## src/rtl/cv32e40s_lsu_obi_arbiter.sv

```systemverilog
// Two-to-one OBI data-port arbiter: round-robin address phase with grant lock,
// and an ID FIFO that routes in-order responses back to their requester.

package cv32e40s_obi_pkg;

    typedef struct packed {
        logic [31:0] addr;
        logic        we;
        logic [3:0]  be;
        logic [31:0] wdata;
        logic [1:0]  memtype;
        logic [2:0]  prot;
        logic        dbg;
    } obi_data_req_t;

    typedef struct packed {
        logic [31:0] rdata;
        logic        err;
        logic [4:0]  rchk;
    } obi_data_resp_t;

endpackage

module cv32e40s_lsu_obi_arbiter
    import cv32e40s_obi_pkg::*;
#(
    parameter int DEPTH     = 2,
    parameter int CNT_WIDTH = $clog2(DEPTH + 1)
) (
    input  logic                  clk,
    input  logic                  rst,

    input  logic [1:0]            req_valid_i,
    input  obi_data_req_t [1:0]   req_trans_i,
    output logic [1:0]            req_ready_o,
    output logic [1:0]            req_rvalid_o,
    output obi_data_resp_t        req_resp_o,

    output logic                  valid_o,
    output obi_data_req_t         trans_o,
    input  logic                  ready_i,
    input  logic                  resp_valid_i,
    input  obi_data_resp_t        resp_i,

    output logic                  busy_o,
    output logic                  protocol_err_o
);

    localparam int PTR_WIDTH = (DEPTH > 1) ? $clog2(DEPTH) : 1;

    typedef enum logic [1:0] {
        IDLE  = 2'd0,
        LOCK0 = 2'd1,
        LOCK1 = 2'd2
    } state_t;

    state_t                 state_q;
    logic                   rr_last_q;
    logic [CNT_WIDTH-1:0]   cnt_q;
    logic [PTR_WIDTH-1:0]   wr_ptr_q;
    logic [PTR_WIDTH-1:0]   rd_ptr_q;
    logic [DEPTH-1:0]       id_fifo_q;

    logic                   gnt_valid;
    logic                   gnt_id;
    logic                   full;
    logic                   accept;
    logic                   pop;
    logic                   head_id;

    function automatic logic [PTR_WIDTH-1:0] ptr_inc(input logic [PTR_WIDTH-1:0] p);
        if (p == PTR_WIDTH'(DEPTH - 1)) begin
            return '0;
        end
        return p + PTR_WIDTH'(1);
    endfunction

    // A locked grant ignores the other requester; from IDLE a tie goes to whoever was not served last.
    always_comb begin
        gnt_valid = 1'b0;
        gnt_id    = 1'b0;
        unique case (state_q)
            LOCK0: begin
                gnt_valid = req_valid_i[0];
                gnt_id    = 1'b0;
            end
            LOCK1: begin
                gnt_valid = req_valid_i[1];
                gnt_id    = 1'b1;
            end
            default: begin
                gnt_valid = |req_valid_i;
                if (&req_valid_i) begin
                    gnt_id = ~rr_last_q;
                end else begin
                    gnt_id = req_valid_i[1];
                end
            end
        endcase
    end

    assign full    = (cnt_q == CNT_WIDTH'(DEPTH));
    assign valid_o = gnt_valid && !full;
    assign accept  = valid_o && ready_i;
    assign trans_o = req_trans_i[gnt_id];

    assign req_ready_o[0] = ready_i && gnt_valid && !gnt_id && !full;
    assign req_ready_o[1] = ready_i && gnt_valid &&  gnt_id && !full;

    // A response with nothing outstanding is flagged and never pops the FIFO.
    assign pop            = resp_valid_i && (cnt_q != '0);
    assign head_id        = id_fifo_q[rd_ptr_q];
    assign req_rvalid_o   = {pop && head_id, pop && !head_id};
    assign protocol_err_o = resp_valid_i && (cnt_q == '0);
    assign req_resp_o     = resp_i;

    assign busy_o = (cnt_q != '0) || (|req_valid_i);

    always_ff @(posedge clk or posedge rst) begin
        if (rst) begin
            state_q   <= IDLE;
            rr_last_q <= 1'b1;
        end else begin
            unique case (state_q)
                IDLE: begin
                    if (gnt_valid) begin
                        if (accept) begin
                            rr_last_q <= gnt_id;
                        end else begin
                            state_q <= gnt_id ? LOCK1 : LOCK0;
                        end
                    end
                end
                LOCK0: begin
                    if (!req_valid_i[0]) begin
                        state_q <= IDLE;
                    end else if (accept) begin
                        state_q   <= IDLE;
                        rr_last_q <= 1'b0;
                    end
                end
                LOCK1: begin
                    if (!req_valid_i[1]) begin
                        state_q <= IDLE;
                    end else if (accept) begin
                        state_q   <= IDLE;
                        rr_last_q <= 1'b1;
                    end
                end
                default: begin
                    state_q <= IDLE;
                end
            endcase
        end
    end

    // Accept needs !full, so a simultaneous push and pop never collide on the same slot.
    always_ff @(posedge clk or posedge rst) begin
        if (rst) begin
            cnt_q     <= '0;
            wr_ptr_q  <= '0;
            rd_ptr_q  <= '0;
            id_fifo_q <= '0;
        end else begin
            if (accept) begin
                id_fifo_q[wr_ptr_q] <= gnt_id;
                wr_ptr_q            <= ptr_inc(wr_ptr_q);
            end
            if (pop) begin
                rd_ptr_q <= ptr_inc(rd_ptr_q);
            end
            unique case ({accept, pop})
                2'b10:   cnt_q <= cnt_q + CNT_WIDTH'(1);
                2'b01:   cnt_q <= cnt_q - CNT_WIDTH'(1);
                default: cnt_q <= cnt_q;
            endcase
        end
    end

endmodule

```

## config.mk

```make
export PLATFORM = sky130hd
export DESIGN_NAME = cv32e40s_lsu_obi_arbiter
export DESIGN_NICKNAME = d
export VERILOG_FILES = /design/src/rtl/cv32e40s_lsu_obi_arbiter.sv
export SDC_FILE = /design/constraint.sdc
export NUM_CORES = 1
export LEC_CHECK = 0
export BUFFER_PORTS_ARGS = -buffer_cell sky130_fd_sc_hd__buf_4
export CORE_AREA = 2 2 120 122
export CTS_CLUSTER_DIAMETER = 50
export CTS_CLUSTER_SIZE = 24
export DETAILED_ROUTE_END_ITERATION = 10
export DIE_AREA = 0 0 122 124
export HOLD_SLACK_MARGIN = 0.06
export PLACE_DENSITY = 0.55
export SLEW_MARGIN = 30
export SYNTH_ARGS = -nofsm -noshare
export SYNTH_HDL_FRONTEND = slang
export SYNTH_SLANG_ARGS = --single-unit
```

## constraint.sdc

```tcl
create_clock -name clk -period 2.4 [get_ports clk]
set_input_delay 0.48 -clock clk [delete_from_list [all_inputs] [get_ports clk]]
set_output_delay 0.48 -clock clk [all_outputs]
set_load 0.01 [all_outputs]
```

==> parameters.txt <==
Parameter                              Value

Run status
  Result of the run    finished, final reports clean

Route
  DRT Pass-1 Iters    4
  Wire length per cell    13.6 microns
  Number of DRC markers after the initial detailed-route iteration    78
  Via count    2817
  Number of design rule violations left after detail routing    0
  Routed via count divided by cell count    3.84
  Wire length reported by the detailed router    9.99 mm
  DRT antenna net count    0

Critical path
  Data required time at the worst endpoint    1.92 ns
  R2R depth    9
  Launching instance or port of the critical path    state_q[0]
  Critical Path Source Type    register
  Beginning of the worst register-to-register path    state_q[0]
  CP Class    register to output pin
  Arrival time at the worst endpoint    1.91 ns
  Kind of end point of the critical path    output pin
  Critical Path End    trans_o[72]
  Critical-path maximum fanout    17
  Largest stage delay on the critical path    0.36 ns
  Crit-path cells    inv_2 > ha_4 > nor2b_4 > a22oi_2 > buf_12 > buf_12 > nand2_1 > nand2_1 > buf_6
  CP max-delay cell    sky130_fd_sc_hd__dfrtp_1
  Worst reg2reg endpoint    cnt_q[1]
  Slack of the worst reg-to-reg path    0.40 ns

Timing
  Worst slew margin relative to its limit    66.8%
  Setup repair after global routing missed its margin    yes
  Post-route minimum period    2.39 ns
  Hold violation count in the final report    0
  FMAX    419 MHz
  Final worst path period share    99.4%
  Count of endpoints failing setup in the final report    0
  Final-report max-slew violation count    0
  Final setup skew    0.00133 ns
  Worst Max-Slew Pin Slew    0.493 ns

Global route
  Congestion Overflow GR    0
  Antenna violations before repair    0
  Wire length of the first global-routing pass    13.5 mm
  Overall fraction of global-route tracks in use    11.5%
  Largest net degree at the start of global routing    28
  Number of global-route vias before repair    2606

Floorplan
  Cell Rows    43
  Core region area    0.0137 sq mm
  Effective utilization at floorplan    13.7%
  Top-level I/O count    314
  Die outline width    122 microns
  Vertical die dimension    124 microns
  Die ar.    0.0151 sq mm

CTS
  Clock input transition at the sequential cells of the worst setup and hold paths    0.04 ns
  TritonCTS buffer count    3
  Count of clock tree sinks    9
  CTS tree    yes
  Buffer depth of the longest clock path    2
  Clock latency on the worst-skew pair    0.23 ns
  CTS H-Tree Depth    1
  Cell at the root of the clock tree    sky130_fd_sc_hd__clkbuf_16

Run
  Max-capacitance violation count    0

Place
  Final HPWL DP    7.66 mm
  Inst Count DP    719
  Placer congestion estimate    0.714
  Count of input and output buffers    237

Synth
  Post-synth cell types    33
  Post-synthesis cell type with the largest combined area    sky130_fd_sc_hd__nand2_1
  Total of warnings raised by yosys    0
  Yosys reg bits    9
  Avg Cell Area, Syn    5.40 sq um
  Area share of the largest cell type after synthesis    45.5%
  Mapped Cells    348
  Net Count, Synth    547
  Most area-consuming cells after synthesis    sky130_fd_sc_hd__nand2_1, sky130_fd_sc_hd__buf_4, sky130_fd_sc_hd__dfrtp_1
  Post-synthesis instance area    0.00188 sq mm
  Sequential share of the synthesized area    12.1%

Final layout
  Finished Layout Cells    734
  Final standard cell utilization of the core    29.9%
  Number of inserted filler cells in the final layout    1577
  Area taken by multi-input logic gates    0.00136 sq mm
  Total number of nets in the final design    754
  Syn-to-layout area delta    119%
  Share of post-route cells with drive strength above 1    54.2%
  Diode insertion count for antenna repair    0
  FF/Latch Area    226 sq um

Pwr
  Largest vdd supply drop    365 uV
  Power density relative to cell area    1010 mW/mm^2
  LEAKAGE    0.00235 uW

Hold path
  Worst Hold Class    input port to asynchronous set/reset pin
==> state kept, by name (all words and copies together) (netlist names) <==
name / count
wr_ptr_q: 1
rd_ptr_q: 1
cnt_q: 2
rr_last_q: 1
state_q: 2
id_fifo_q: 2
==> cell families (layout without fill, tap and decap cells) <==
family / after synthesis / after routing / share of synthesized area (%)
DFF: 9 / 9 / 12.1
muxes: 3 / 3 / 1.73
buffers and inverters: 65 / 271 / 22.6
xor gates and xnor gates: 5 / 5 / 2.33
and+or+nand+nor: 247 / 247 / 51.9
adders and majority gates: 5 / 5 / 3.33
AOI/OAI and AO/OA: 14 / 14 / 6.13
==> worst max-delay path: cells and delay by family, from the launching register on <==
kind	cells	cell delay, ns
buf+inv	4	0.54
simple gates	3	0.19
flops	1	0.36
fa+ha+maj	1	0.31
compound gates	1	0.26
==> Yosys cell counts (all sizes together) <==
cell	count
nand2	228
buf	51
dfrtp	8
inv	8
clkbuf	6
ha	5
nor2	5
xnor2	5
nor2b	4
a22oi	3
o21ai	3
mux2	2
nand2b	2
nand4b	2
o211ai	2
o31ai	2
a21oi	1
a22o	1
and3	1
dfstp	1
mux2i	1
nor3	1
nor3b	1
nor4	1
o221ai	1
o22ai	1
or2	1
or4	1
==> where the power goes <==
part / internal, uW / leakage, uW / switching [uW]
combinational: 1860 / 0.00220 / 1710
sequential: 230 / 0.000109 / 63.9
clock: 222 / 0.0000382 / 70.0
total: 2310 / 0.00235 / 1840
==> cells in the final DEF, fill, tap and decap left out, types with 2 or more instances in the layout <==
| cell type | Yosys | layout |
|---|---|---|
| sky130_fd_sc_hd__nor2_1 | 5 | 5 |
| sky130_fd_sc_hd__o211ai_1 | 2 | 2 |
| sky130_fd_sc_hd__buf_16 | 0 | 2 |
| sky130_fd_sc_hd__o21ai_0 | 2 | 2 |
| sky130_fd_sc_hd__ha_4 | 0 | 2 |
| sky130_fd_sc_hd__nand4b_1 | 2 | 2 |
| sky130_fd_sc_hd__nand2b_1 | 2 | 2 |
| sky130_fd_sc_hd__nand2_2 | 0 | 20 |
| sky130_fd_sc_hd__nor2b_1 | 4 | 3 |
| sky130_fd_sc_hd__nand2_4 | 0 | 5 |
| sky130_fd_sc_hd__inv_2 | 0 | 2 |
| sky130_fd_sc_hd__xnor2_1 | 5 | 5 |
| sky130_fd_sc_hd__mux2_1 | 2 | 2 |
| sky130_fd_sc_hd__dfrtp_1 | 8 | 8 |
| sky130_fd_sc_hd__buf_6 | 3 | 20 |
| sky130_fd_sc_hd__buf_12 | 0 | 4 |
| sky130_fd_sc_hd__ha_1 | 5 | 3 |
| sky130_fd_sc_hd__nand2_1 | 228 | 203 |
| sky130_fd_sc_hd__inv_1 | 8 | 6 |
| sky130_fd_sc_hd__clkbuf_16 | 0 | 6 |
| sky130_fd_sc_hd__a22oi_2 | 2 | 2 |
| sky130_fd_sc_hd__buf_4 | 39 | 229 |
==> repair_timing <==
item	in CTS	in global routing
buffers inserted	5	2
pin swaps	4	20
cloned	3	2
endpoints found under the setup margin	76	66
hold buffers	0	0
resized for setup	8	55
==> worst min-delay path by stage <==
stage	slack [ns]	start	to
floorplan	0.31	rst	cnt_q[0]
global placement	0.48	rd_ptr_q	rd_ptr_q
detailed placement	0.49	rst	cnt_q[1]
CTS	0.24	rst	cnt_q[0]
global route	0.25	rst	cnt_q[1]
finish	0.23	rst	cnt_q[1]
==> cell type report <==
type | instances | area share [%]
Timing Repair Buffer | 259 | 53.2
Clock buffer | 4 | 1.92
Sequential cell | 9 | 5.51
Inverter | 8 | 0.731
Multi-Input combinational cell | 274 | 33.1
Tap cell | 180 | 5.48
==> stage by stage <==
step	hold WS, ns	power [uW]	setup slack (ns)	setup TNS (ns)	instance area, sq um
2_1_floorplan	0.307	1860	0.300	0	1880
3_3_place_gp	0.484	3280	0.114	0	3640
3_5_place_dp	0.488	3280	0.0729	0	3640
4_1_cts	0.243	3910	0.0102	0	3880
5_1_grt	0.249	4510	-0.0796	-2.88	4110
6_report	0.229	4150	0.0149	0	4110
==> layer usage <==
metal  vias up  global-route usage (%)  share of wire (%)
met5         -                       0                  0
met4         0                    4.53                3.8
met3        32                    3.48                 10
met2       162                    20.3                 49
met1      1179                    12.9                 37
li1       1444                       -                  -
Power figures use the tool's default switching activity.
